===== src/rtl/prenorm.sv =====
// Iterative left-normalizer for FP multiplier operands: shifts the significand left up to
// STEP bits per cycle, stopping at MSB=1 or EMIN. Optional out_shamt port with PRENORM_SHAMT_EN.
module prenorm #(
    parameter int WSIG = 24,
    parameter int WEXP = 10,
    parameter int STEP = 4,
    parameter int EMIN = -126
) (
    input  logic            clk,
    input  logic            rst_n,
    input  logic            in_valid,
    output logic            in_ready,
    input  logic [WSIG-1:0] in_sig,
    input  logic [WEXP-1:0] in_exp,
    output logic            out_valid,
    input  logic            out_ready,
    output logic [WSIG-1:0] out_sig,
    output logic [WEXP-1:0] out_exp,
    output logic            out_zero,
    output logic            out_denorm
`ifdef PRENORM_SHAMT_EN
    ,
    output logic [WEXP-1:0] out_shamt
`endif
);

    localparam logic [1:0] IDLE  = 2'd0;
    localparam logic [1:0] SHIFT = 2'd1;
    localparam logic [1:0] DONE  = 2'd2;

    localparam logic [WEXP-1:0] EMIN_E = WEXP'(EMIN);
    localparam logic [WEXP:0]   EMIN_X = (WEXP+1)'(EMIN);
    localparam logic [WEXP:0]   STEP_X = (WEXP+1)'(STEP);

    logic [1:0]      state_q, state_d;
    logic [WSIG-1:0] sig_q, sig_d;
    logic [WEXP-1:0] exp_q, exp_d;
    logic            zero_q, zero_d;

    logic [WEXP:0]   lz;
    logic [WEXP:0]   room;
    logic [WEXP:0]   k;
    logic [WSIG-1:0] sig_shl;
    logic [WEXP-1:0] exp_dec;

    // Highest set bit wins: ascending scan, last hit overwrites.
    always_comb begin
        lz = (WEXP+1)'(WSIG);
        for (int unsigned i = 0; i < WSIG; i++) begin
            if (sig_q[i]) lz = (WEXP+1)'(WSIG - 1 - i);
        end
    end

    // Headroom above EMIN in WEXP+1 bits; strictly positive whenever SHIFT is entered.
    always_comb begin
        room = {exp_q[WEXP-1], exp_q} - EMIN_X;
        k    = lz;
        if (STEP_X < k) k = STEP_X;
        if (room < k)   k = room;
        sig_shl = sig_q << k;
        exp_dec = exp_q - k[WEXP-1:0];
    end

`ifdef PRENORM_SHAMT_EN
    logic [WEXP-1:0] shamt_q, shamt_d;
`endif

    always_comb begin
        state_d = state_q;
        sig_d   = sig_q;
        exp_d   = exp_q;
        zero_d  = zero_q;
`ifdef PRENORM_SHAMT_EN
        shamt_d = shamt_q;
`endif
        case (state_q)
            IDLE: begin
                if (in_valid) begin
                    sig_d  = in_sig;
                    exp_d  = in_exp;
                    zero_d = 1'b0;
`ifdef PRENORM_SHAMT_EN
                    shamt_d = '0;
`endif
                    if (in_sig == '0) begin
                        zero_d  = 1'b1;
                        exp_d   = '0;
                        state_d = DONE;
                    end else if (in_sig[WSIG-1] || ($signed(in_exp) <= $signed(EMIN_E))) begin
                        state_d = DONE;
                    end else begin
                        state_d = SHIFT;
                    end
                end
            end
            SHIFT: begin
                sig_d = sig_shl;
                exp_d = exp_dec;
`ifdef PRENORM_SHAMT_EN
                shamt_d = shamt_q + k[WEXP-1:0];
`endif
                if (sig_shl[WSIG-1] || (exp_dec == EMIN_E)) state_d = DONE;
            end
            DONE: begin
                if (out_ready) state_d = IDLE;
            end
            default: state_d = IDLE;
        endcase
    end

    always_ff @(posedge clk or negedge rst_n) begin
        if (!rst_n) begin
            state_q <= IDLE;
            sig_q   <= '0;
            exp_q   <= '0;
            zero_q  <= 1'b0;
        end else begin
            state_q <= state_d;
            sig_q   <= sig_d;
            exp_q   <= exp_d;
            zero_q  <= zero_d;
        end
    end

`ifdef PRENORM_SHAMT_EN
    always_ff @(posedge clk or negedge rst_n) begin
        if (!rst_n) shamt_q <= '0;
        else        shamt_q <= shamt_d;
    end
    assign out_shamt = shamt_q;
`endif

    assign in_ready   = (state_q == IDLE);
    assign out_valid  = (state_q == DONE);
    assign out_sig    = sig_q;
    assign out_exp    = exp_q;
    assign out_zero   = zero_q;
    assign out_denorm = out_valid & ~zero_q & ~sig_q[WSIG-1];

endmodule


===== config.mk =====
export PLATFORM = sky130hd
export DESIGN_NAME = prenorm
export DESIGN_NICKNAME = d
export VERILOG_FILES = /design/src/rtl/prenorm.sv
export SDC_FILE = /design/constraint.sdc
export NUM_CORES = 1
export LEC_CHECK = 0
export ABC_AREA = 1
export CORE_ASPECT_RATIO = 1.2
export CORE_UTILIZATION = 49
export CTS_CLUSTER_DIAMETER = 30
export DETAILED_ROUTE_END_ITERATION = 6
export PLACE_DENSITY = 0.77
export RECOVER_POWER = 100
export SLEW_MARGIN = 20
export SYNTH_ARGS = -nofsm -noshare
export SYNTH_HDL_FRONTEND = slang
export SYNTH_SLANG_ARGS = --single-unit

===== constraint.sdc =====
create_clock -name clk -period 5.81 [get_ports clk]
set_clock_uncertainty 0.05 [all_clocks]
set_input_delay 0.581 -clock clk [delete_from_list [all_inputs] [get_ports clk]]
set_output_delay 0.581 -clock clk [all_outputs]
set_load 0.03 [all_outputs]

Word level (Yosys, flattened, before mapping). Index checks and enable logic that the tools add are counted.

Bits in writable memories: 0. Output and inout port bits: 38. Memories kept: 0. Memory bits (read-only): 0. Logic and storage cells: 66. Bits in latches: 0. Register bits: 37. Input bits: 38.

Order comparisons: 3. Bitwise logic cells: 4. Reduce and logical (&&, ||, !) cells: 8. Equality and inequality tests: 6. Mux-type cells: 38. Divide/modulo/power cells: 0. Shifts and indexed selects: 1. Multipliers: 0. $add $sub $neg: 2.

Operators with widths (count): $mux W11 (24); $pmux W24 S2 (1); $logic_not A24 Y1 (1); $mux W24 (1); $shl A24 B11 Y24 (1); $mux W10 (2); $pmux W10 S2 (1); $lt A11 B11 Y1 (1); $lt A3 B11 Y1 const A (1); $sub A10 B8 Y11 const B (1); $eq A10 B10 Y1 const B (1); $le A10 B8 Y1 const B (1); $mux W2 (5); $sub A10 B10 Y10 (1); $mux W4 (2); $pmux W2 S3 (1); $ne A2 B2 Y1 const B (2); $reduce_and A2 Y1 (2); $reduce_and A3 Y1 (1); $and A1 B1 Y1 (2); $eq A2 B1 Y1 const B (1); $eq A2 B2 Y1 const B (1); $logic_not A2 Y1 (1); $logic_or A1 B1 Y1 (2); 4 further kinds (5).

Logic depth before layout (Yosys ltp). Gate-level depths: netlist of the first run.

Depth in word-level cells: 33. Gate-level depth with buffers: 41. Depth with buffers taken out: 40.

Least setup slack after synthesis of the first run. OpenSTA, ideal clock, no wires.

Path type: register -> register. Start: register exp_q[1] (netlist: out_exp[1]). End: register state_q[1]. Arrival: 4.257 ns. Slack: 1.385 ns. Path buffers: 1. Cell stages (with the launch flop): 24. Setup time: 0.117 ns. Data required time: 5.643 ns. Period minus slack after synthesis: 4.425 ns. Cell sequence: dfrtp_1 inv_1 ha_1 inv_1 ha_1 a21oi_1 nand4_1 a2111oi_4 nand2_4 nand2_1 o21ai_4 buf_2 ha_1 a21oi_1 o21ai_0 nor2_1 nand3_1 nor3_1 xor2_1 inv_1 a41oi_1 nand3_1 nand3_1 nand2_1.

Cells in the longest elaborated chain, start to end: 8. Elaborated cells between the ends (all ways): 9. Those cells by class: add/sub: 2; order compare: 1; eq/ne: 2; shift: 1; mux: 1; reduce/logical: 2.

RTL lines: start: declaration (RTL line 37) `logic [WEXP-1:0] exp_q, exp_d;`; start signal: assignment (RTL line 120) `exp_q <= exp_d;`; $sub A10 B8 Y11 (RTL line 56) `room = {exp_q[WEXP-1], exp_q} - EMIN_X;`; $lt A11 B11 Y1 (RTL line 59) `if (room < k) k = room;`; $mux W11 (RTL line 59); $sub A10 B10 Y10 (RTL line 61) `exp_dec = exp_q - k[WEXP-1:0];`; $eq A10 B10 Y1 (RTL line 102) `if (sig_shl[WSIG-1] || (exp_dec == EMIN_E)) state_d = DONE;`; $logic_or A1 B1 Y1 (*) (RTL line 102); $ne A2 B2 Y1 (no source line) (*); $reduce_and A3 Y1 (no source line) (*); end signal: assignment (RTL line 118) `state_q <= state_d;`; end: declaration (RTL line 35) `logic [1:0] state_q, state_d;`.

Every way passes the cells marked *; elsewhere a longest branch is shown, timed or not. A chain may end at the register's enable or synchronous reset.

Worst setup path after layout of the first run. Ends and elaborated chain as after synthesis.

==> reports/metrics.yaml, run 1 <==
cts-root-buf: "clkbuf_8"
yosys_warnings: 0
fin_setup_tns_ps: 0
synthArstFlopShare_pct: 100
die_h_um: 95.2
antenna_found_initial: 0
antenna_cells: 0
grt.overflow.total: 0
hold_depth: 2
clk_latency_ps: 300
avgSynthCellArea_um2: 6.74
clkSinkCount: 37
synth_area_leader_cell: "dfrtp_1"
io_pins: 76
worst_ep_required_time_ps: 5970
place_hpwl_mm: 8.00
slew_viol_final: 38
grt_pass1_wl_mm: 17.7
viasPerCell: 5.88
ys_seq_elements: 37
maxCapViolCount: 1
synth_xor_area_share_pct: 3.21
die_w_um: 79.6
violations: "capacitance limit, slew limit"
critical_path.max_fanout: 11
crit_arrival_ps: 5070
rsz0062_at_grt: "false"
yosysSeqAreaShare_pct: 26.1
hold_path.class: "reg2reg"
synth_compound_area_share_pct: 16.9
cts_tree: "yes"
start_kind: "flop"
muxShareOfSynthArea_pct: 0
rows: 33
syn_area_mm2: 0.00354
drtIter0Drc: 296
ff2ff_path_depth: 23
synth_common_cells: "nand3_1 (135), nand2_1 (113), inv_1 (54), dfrtp_1 (37), o21ai_0 (31)"
gp_congestion: 0.919
routedWlPerCell_um: 15.9
drive_above_1_share_pct: 4.08
ys_top_cells_by_area: "dfrtp_1 (26%), nand3_1 (19%), nand2_1 (12%), inv_1 (5.7%), o21ai_0 (4.4%)"
htreeDepth: 2
clock_path_buffers: 2
area_growth_pct: 22.6
initial_utilization_pct: 51.4
grt_pass1_vias: 3746
end_kind: "flop"
drc: 0
ys.flop_type: "dfrtp_1"
nNetsFinal: 635
synthSimpleGateAreaFrac_pct: 39.9
core_area_mm2: 0.00690
routed_wl_mm: 10.7
ant_nets: 0
critical_path_class: "reg2reg"
yosys.area_share.adder_pct: 3.74
min_period_ps: 4910
final_hold_viol_count: 0
syn_inst: 526
die-area_mm2: 0.00758
first_pass_iters: 5
postLayoutCoreUtil_pct: 63.0
grt_usage_pct: 29.8
fmax_mhz: 204
synth_edf_count: 0
status: "complete, but fails checks"
synth_cell_types: 42
synth_top_family_by_area: "simple AND/OR/NAND/NOR gates"
worst_pin_slew_ps: 2110
synth.top_cell.area_share_pct: 26.1
timing.final.crit_share_pct: 84.5
grt_max_degree: 40
cts_hold_buf: 0
ir_worst_vdd_v: 0.000331
path_clk_slew_ps: 90
postCtsSetupBuffers: 0
synth.most_common_cell: "nand3_1"
timing.slew.headroom_pct: -40.5
numCtsBuffers: 5
portBuffers: 75
power_density_mw_per_mm2: 671
cellLeakagePower_nw: 1.97
vias: 3966
setup_violations: 0
cts_resized: 0
==> sequential cells by signal (all words and copies together), names as in the netlist <==
signal / flops
state_q: 2
out_zero: 1
out_sig: 24
out_exp: 10
==> worst max-delay path: stages (launching register included) <==
cell and delay, ps:
dfrtp_1 440, inv_1 250, ha_1 230, nand2_1 50
or2_2 290, nor3_1 270, nor2_1 160, o31ai_1 110
o21a_1 160, nor4b_4 200, nand2_1 160, nand2_1 170
nand2_1 270, ha_1 320, fa_1 410, o21ai_0 310
a21oi_1 110, nand2_1 110, xor2_1 200, nor3_1 70
a41oi_1 220, nand3_1 110, nand3_1 80, nand2_1 50
==> metal layers <==
metal	track usage, %	vias to the layer above	wire length [um]	part of all wire (%)
li1	-	1918	-	-
met1	33.5	1846	4080	38
met2	55.6	170	5710	53
met3	3.73	32	551	5.1
met4	13.2	0	380	3.5
met5	0	-	0	0
==> layout make-up <==
class,instances,area [um^2]
fillers,669,2550
multi-input cells,410,2220
well taps,87,109
repair buffers,78,767
inverters,55,206
flip-flops and latches,37,926
clock inverters,3,46.3
clock buffers,5,68.8
==> where the power goes <==
part / leakage, nW / switching [mW] / total, mW / internal [mW]
Sequential: 0.422 / 0.116 / 0.505 / 0.389
Clock: 0.0543 / 0.107 / 0.236 / 0.129
Combinational: 1.50 / 1.43 / 2.18 / 0.743
==> placed cells by master, fill, tap and decap left out, drive strengths merged <==
master	count
inv	55
a221oi	2
clkinv	1
nor2	17
nand4	3
conb	2
xnor2	3
o21ai	35
xor2	10
fa	1
clkinvlp	1
o31ai	1
a41oi	1
dfrtp	37
nand3	136
clkbuf	6
o21a	1
and2	3
a2111oi	1
a2bb2oi	1
a211oi	1
dlygate4sd3	38
ha	9
a21boi	19
a31oi	6
buf	3
a22oi	10
clkdlybuf4s50	36
nor3	8
bufinv	1
nor4b	2
a21oi	10
nand2	119
nor4	7
or2	2
==> metrics by stage <==
stage	power, mW	cells	cell area, um^2	setup WS (ps)	hold WS [ps]
6_report	2.92	675	4350	899	481
5_1_grt	3.19	675	4350	380	549
4_1_cts	3.00	675	4390	1080	363
3_5_place_dp	2.75	667	4280	1110	452
3_3_place_gp	2.71	667	4280	1340	451
2_1_floorplan	2.18	527	3550	1390	235
==> cells by family (layout without fill, tap and decap cells) <==
kind of cell	after synthesis	count (layout)
AND/OR/NAND/NOR	297	297
other	1	2
AO/OA/AOI/OAI	88	88
buffers and inverters	80	141
XOR/XNOR	13	13
adder cells (fa/ha/maj)	10	10
flip-flops	37	37
==> worst paths after layout <==
kind | startpoint | end | slack, ps
setup / recovery | out_exp[1]$_DFFE_PN0P_ | state_q[1]$_DFFE_PN0P_ | 900
hold / removal | out_zero$_DFFE_PN0P_ | out_zero$_DFFE_PN0P_ | 480
setup reg to reg | out_exp[1]$_DFFE_PN0P_ | state_q[1]$_DFFE_PN0P_ | 900
hold reg to reg | out_zero$_DFFE_PN0P_ | out_zero$_DFFE_PN0P_ | 480
max in group asynchronous | rst_n | out_sig[14]$_DFFE_PN0P_ | 3670
min in group asynchronous | rst_n | out_exp[9]$_DFFE_PN0P_ | 820
(Power assumes the default switching activity.)
==> run 2: changes to the inputs <==
==> constraint.sdc (replaced) <==
create_clock -name clk -period 4.95 [get_ports clk]
set_clock_uncertainty 0.05 [all_clocks]
set_input_delay 0.495 -clock clk [delete_from_list [all_inputs] [get_ports clk]]
set_output_delay 0.495 -clock clk [all_outputs]
set_load 0.03 [all_outputs]
==> reports/metrics.yaml, run 2 (synthesis gave the netlist of run 1 again) <==
status: "complete, but fails checks"
violations: "capacitance limit, slew limit"
gp_congestion: 0.901  # -1.9%
cellLeakagePower_nw: 1.99  # +0.94%
nNetsFinal: 637  # +0.31%
die_w_um: 79.6  # unchanged
area_growth_pct: 23.6
worst_path_most_repeated_cell: "nand2_1"
die_h_um: 95.2  # unchanged
antenna_cells: 0  # unchanged
critical_path_class: "reg2reg"
final_common_cell: "nand3_1"
rsz0062_at_grt: "false"
hold_path.class: "reg2reg"
ant_nets: 0  # unchanged
cts-root-buf: "clkbuf_8"
worst_r2r_endpoint: "state_q[1]$_DFFE_PN0P_"
whs_endpoint: "out_zero$_DFFE_PN0P_"
maxCapViolCount: 1  # unchanged
timing.rr.start: "out_sig[1]$_DFFE_PN0P_"
dp_cells: 669  # +0.30%
drtIter0Drc: 334  # +13%
routedWlPerCell_um: 16.2  # +2.1%
drc: 0  # unchanged
vias: 3986  # +0.50%
path_clk_slew_ps: 80  # about the same
numCtsBuffers: 5  # unchanged
met1Wirelength_mm: 4.12  # +1.1%
grt_max_degree: 38  # -5.0%
routed_wl_mm: 11.0  # +2.4%
timing.final.crit_share_pct: 89.8  # +5.3 points
core_area_mm2: 0.00690  # unchanged
die-area_mm2: 0.00758  # unchanged
antenna_found_initial: 0  # unchanged
power_mw: 3.45  # +18%
portBuffers: 75  # unchanged
finalNonFillerCells: 677  # +0.30%
grt.overflow.total: 0  # unchanged
setup_violations: 0  # unchanged
multi_input_area_mm2: 0.00226  # +1.5%
routed.top_layer: "met4"
regArea_um2: 926  # unchanged
layout_common_cells: "nand3_1 (136), nand2_1 (114), inv_1 (54), dlygate4sd3_1 (38), dfrtp_1 (37)"
min_period_ps: 4450  # -465 ps
initial_utilization_pct: 51.4  # unchanged
cpPeakStageDelay_ps: 400  # -40 ps
clock_path_buffers: 2  # unchanged
worst_ep_required_time_ps: 5090  # -880 ps
final_hold_viol_count: 0  # unchanged
postCtsSetupBuffers: 0  # unchanged
drive_above_1_share_pct: 5.08  # +1.0 points
clk_latency_ps: 300  # about the same
rows: 33  # unchanged
holdWs_ps: 463  # -17.7 ps
fillers: 659  # -1.5%
largest_reg_flops: 24  # unchanged
start_kind: "flop"
viasPerCell: 5.89  # +0.21%
clkSinkCount: 37  # unchanged
grt_pass1_wl_mm: 17.9  # +1.2%
ff2ff_path_depth: 39  # +70%
timing.slew.headroom_pct: -47.0  # -6.6 points
power_density_mw_per_mm2: 788  # +17%
crit_buf_inv: 1  # unchanged
r2r_slack_ps: 500  # -400 ps
worstHoldStart: "out_zero$_DFFE_PN0P_"
hold_depth: 2  # unchanged
io_pins: 76  # unchanged
place_hpwl_mm: 8.10  # +1.3%
slew_viol_final: 38  # unchanged
grt_usage_pct: 30.6  # +0.77 points
met2_length_mm: 5.79  # +1.4%
worst_pin_slew_ps: 2210  # +98.4 ps
crit_arrival_ps: 4590  # -480 ps
wl_met3_um: 718  # +30%
fin_setup_tns_ps: 0  # unchanged
fmax_mhz: 225  # +10%
htreeDepth: 2  # unchanged
grt_pass1_vias: 3850  # +2.8%
crit_family: "simple AND/OR/NAND/NOR gates"
cts_tree: "yes"
first_pass_iters: 5  # unchanged
critical_path.max_fanout: 11  # unchanged
cpMaxStageDelayCell: "dfrtp_1"
ir_worst_vdd_v: 0.000327  # -1.3%
end_kind: "flop"
[run 2: cell types whose count changed in the layout (fill, tap and decap cells not counted), sizes merged]
cell and change:
bufinv -1, clkbuf +2, clkinvlp -1, buf +2
[run 2: worst max-delay path by stage]
| stage | startpoint | to | slack, ps | cells after the start |
|---|---|---|---|---|
| final | out_sig[1]$_DFFE_PN0P_ | state_q[1]$_DFFE_PN0P_ | 500 | 39 |
| after global routing | out_sig[1]$_DFFE_PN0P_ | state_q[1]$_DFFE_PN0P_ | 30 | 39 |
| after CTS | out_exp[1]$_DFFE_PN0P_ | state_q[1]$_DFFE_PN0P_ | 450 | 23 |
| after detailed placement | out_exp[1]$_DFFE_PN0P_ | state_q[1]$_DFFE_PN0P_ | 480 | 23 |
| after global placement | out_exp[1]$_DFFE_PN0P_ | state_q[1]$_DFFE_PN0P_ | 610 | 23 |
| after floorplan | out_exp[1]$_DFFE_PN0P_ | state_q[1]$_DFFE_PN0P_ | 530 | 23 |
[run 2: repair_timing]
action                                  4_1_cts  5_1_grt
endpoints found under the setup margin        0        1
resized for setup                             0        1
hold buffers                                  0        0
[run 2: area by class of cell]
| type | count | area share, % |
|---|---|---|
| multi-input combinational | 410 | 51.5 |
| sequential | 37 | 21.1 |
| timing repair buffer | 80 | 17.8 |
| inverter | 55 | 4.71 |
| tap | 87 | 2.48 |
| clock buffer | 7 | 2.20 |
| clock inverter | 1 | 0.114 |
[run 2: tightest hold or removal path: stages, from the launching register on]
cell	delay, ps
dfrtp_1	370
nand2_1	50
o21ai_0	60
[run 2: where the power goes]
group / total (mW) / switching (mW) / leakage, nW / internal (mW)
logic: 2.61 / 1.72 / 1.52 / 0.894
clock network: 0.247 / 0.121 / 0.0542 / 0.126
registers: 0.594 / 0.137 / 0.422 / 0.457
total: 3.45 / 1.98 / 1.99 / 1.48
[run 2: metrics by stage]
step / setup WS (ps) / util (%) / cell area [um^2]
final: 504 / 63.5 / 4380
after global routing: 26.6 / 63.5 / 4380
after CTS: 450 / 63.7 / 4400
after detailed placement: 478 / 62.3 / 4290
after global placement: 612 / 62.3 / 4290
after floorplan: 525 / - / 3550
[run 2: per-layer routing]
layer / track usage (%) / vias up
met5: 0 / -
met4: 13.6 / 0
met3: 4.69 / 30
met2: 58.0 / 193
met1: 33.1 / 1838
li1: - / 1925
==> run 3: changes to the inputs <==
--- a/config.mk
+++ b/config.mk
@@ -6,11 +6,12 @@
 export NUM_CORES = 1
 export LEC_CHECK = 0
 export ABC_AREA = 1
-export CORE_ASPECT_RATIO = 1.2
+export CAP_MARGIN = 20
+export CORE_ASPECT_RATIO = 0.6
 export CORE_UTILIZATION = 49
 export CTS_CLUSTER_DIAMETER = 30
 export DETAILED_ROUTE_END_ITERATION = 6
-export PLACE_DENSITY = 0.77
+export PLACE_DENSITY = 0.84
 export RECOVER_POWER = 100
 export SLEW_MARGIN = 20
 export SYNTH_ARGS = -nofsm -noshare
==> reports/metrics.yaml, run 3 (synthesis gave the netlist of run 1 again) <==
core_area_mm2: 0.00682  # -1.1%
min_period_ps: 4550  # +108 ps
hold_path.class: "reg2reg"
clkSinkCount: 37  # unchanged
cpPeakStageDelay_ps: 470  # +70 ps
cpMaxStageDelayCell: "dfrtp_1"
cts_tree: "yes"
routed_wl_mm: 11.7  # +6.1%
dp_slack_ps: 378  # -99.8 ps
grt_max_degree: 38  # unchanged
power_mw: 3.62  # +4.8%
worst_ep_required_time_ps: 5080  # about the same
fin_setup_tns_ps: 0  # unchanged
crit_arrival_ps: 4690  # +100 ps
largest_reg_flops: 24  # unchanged
nNetsFinal: 640  # +0.47%
grt_pass1_vias: 3563  # -7.5%
die-area_mm2: 0.00759  # +0.13%
antenna_cells: 0  # unchanged
timing.slew.headroom_pct: -42.2  # +4.8 points
ant_nets: 0  # unchanged
cts-root-buf: "clkbuf_16"
antenna_found_initial: 0  # unchanged
p_seq_share_pct: 16.9  # -0.3 points
grt_pass1_wl_mm: 18.6  # +3.8%
postLayoutSetupSlackWorst_ps: 396  # -108 ps
place_hpwl_mm: 8.52  # +5.2%
first_pass_iters: 7  # +2
timing.final.crit_share_pct: 92.0  # +2.2 points
grt.overflow.total: 0  # unchanged
dp_cells: 669  # unchanged
rsz0062_at_grt: "false"
clk_latency_ps: 290  # about the same
die_h_um: 67.9  # -29%
switchingPower_mw: 2.06  # +4.4%
switching_share_pct: 57.0  # -0.22 points
slew_viol_final: 38  # unchanged
power_frac_clock_pct: 8.9  # +1.8 points
p_comb_share_pct: 74.2  # -1.5 points
vias: 4160  # +4.4%
routedWlPerCell_um: 17.1  # +5.7%
worst_pin_slew_ps: 2130  # -71.7 ps
fillers: 608  # -7.7%
drive_above_1_share_pct: 5.73  # +0.65 points
viasPerCell: 6.12  # +3.9%
maxCapViolCount: 1  # unchanged
final_hold_viol_count: 0  # unchanged
drtIter0Drc: 566  # +69%
status: "complete, but fails checks"
path_cells: "clkinvlp_4 -> ha_1 -> inv_1 -> ha_1 -> a21oi_1 -> nand4_1 -> nor4b_4 -> nand2_1 -> nand2_2 -> nand2_4 -> ha_1 -> fa_1 -> o21ai_0 -> a21oi_1 -> nand2_1 -> xor2_1 -> nor3_1 -> a41oi_1 -> nand3_1 -> nand3_1 -> nand2_1"
cts_hold_buf: 0  # unchanged
gp_congestion: 0.991  # +10%
portBuffers: 75  # unchanged
violations: "DRC, capacitance limit, slew limit"
grt_usage_pct: 31.9  # +1.3 points
initial_utilization_pct: 52.0  # +0.57 points
rows: 23  # -30%
critical_path.max_fanout: 11  # unchanged
final_common_cell: "nand3_1"
area_growth_pct: 25.5
finalNonFillerCells: 680  # +0.44%
htreeDepth: 2  # unchanged
power_density_mw_per_mm2: 813  # +3.2%
ir_worst_vdd_v: 0.000471  # +44%
layout_common_cells: "nand3_1 (136), nand2_1 (114), inv_1 (53), dlygate4sd3_1 (38), dfrtp_1 (37)"
clock_path_buffers: 2  # unchanged
die_w_um: 112  # +40%
numCtsBuffers: 5  # unchanged
end_kind: "flop"
cellLeakagePower_nw: 2.02  # +1.2%
fmax_mhz: 220  # -2.4%
io_pins: 76  # unchanged
path_clk_slew_ps: 60  # -20 ps
setup_violations: 0  # unchanged
critical_path_class: "reg2reg"
drc: 5  # +5
start_kind: "flop"
r2r_slack_ps: 400  # -110 ps
postLayoutCoreUtil_pct: 65.2  # +1.7 points
internal_power_mw: 1.55  # +5.3%
==> run 3: cell count changes in the layout (fill, tap and decap cells not counted), sizes merged <==
| cell | change |
|---|---|
| clkinvlp | +2 |
| buf | +3 |
| inv | -1 |
| clkbuf | -2 |
| clkinv | +1 |
==> run 3: path summary, 6_finish.rpt <==
| path | start | cells after the start | endpoint |
|---|---|---|---|
| hold / removal | out_zero$_DFFE_PN0P_ | 2 | out_zero$_DFFE_PN0P_ |
| min in group asynchronous | rst_n | 1 | out_sig[9]$_DFFE_PN0P_ |
| setup reg to reg | out_exp[1]$_DFFE_PN0P_ | 21 | state_q[1]$_DFFE_PN0P_ |
| setup / recovery | out_exp[1]$_DFFE_PN0P_ | 21 | state_q[1]$_DFFE_PN0P_ |
| max in group asynchronous | rst_n | 1 | out_exp[5]$_DFFE_PN0P_ |
| hold reg to reg | out_zero$_DFFE_PN0P_ | 2 | out_zero$_DFFE_PN0P_ |
==> run 3: routing by layer <==
| layer | share of wire (%) | global-route usage [%] | vias up |
|---|---|---|---|
| met5 | 0 | 0 | - |
| met2 | 38 | 43.7 | 315 |
| met4 | 1.1 | 7.43 | 0 |
| li1 | - | - | 1932 |
| met3 | 15 | 9.83 | 19 |
| met1 | 46 | 47.9 | 1894 |
==> run 3: timing repair <==
item                                    CTS  global route
buffers inserted                          0             3
gates resized for setup                   0             1
endpoints found under the setup margin    0             2
==> run 3: worst max-delay path, delay by kind of cell, from the launching register on <==
kind / cells / cell delay (ps)
compound gates: 4 / 830
xor+xnor: 1 / 190
fa+ha+maj: 4 / 1240
buf+inv: 2 / 320
flops: 1 / 470
simple gates: 10 / 1360
==> run 3: power groups by stage <==
stage	clock network (mW)	logic (mW)	registers (mW)
6_report	0.323	2.68	0.612
3_3_place_gp	0	2.61	0.609
4_1_cts	0.325	2.68	0.608
3_5_place_dp	0	2.67	0.611
5_1_grt	0.337	2.93	0.632
2_1_floorplan	0	1.71	0.853
==> run 3: metrics by stage <==
step / instance area [um^2] / hold WS (ps)
2_1_floorplan: 3550 / 149
3_3_place_gp: 4290 / 461
3_5_place_dp: 4290 / 468
4_1_cts: 4440 / 324
5_1_grt: 4450 / 515
6_report: 4450 / 483
==> run 3: layout make-up <==
type / count / area (um^2) / share of cell area, %
clock inverters: 3 / 17.5 / 0.394
clock buffers: 5 / 125 / 2.81
flip-flops and latches: 37 / 926 / 20.8
repair buffers: 83 / 805 / 18.1
well taps: 87 / 109 / 2.45
inverters: 55 / 210 / 4.72
multi-input cells: 410 / 2260 / 50.7
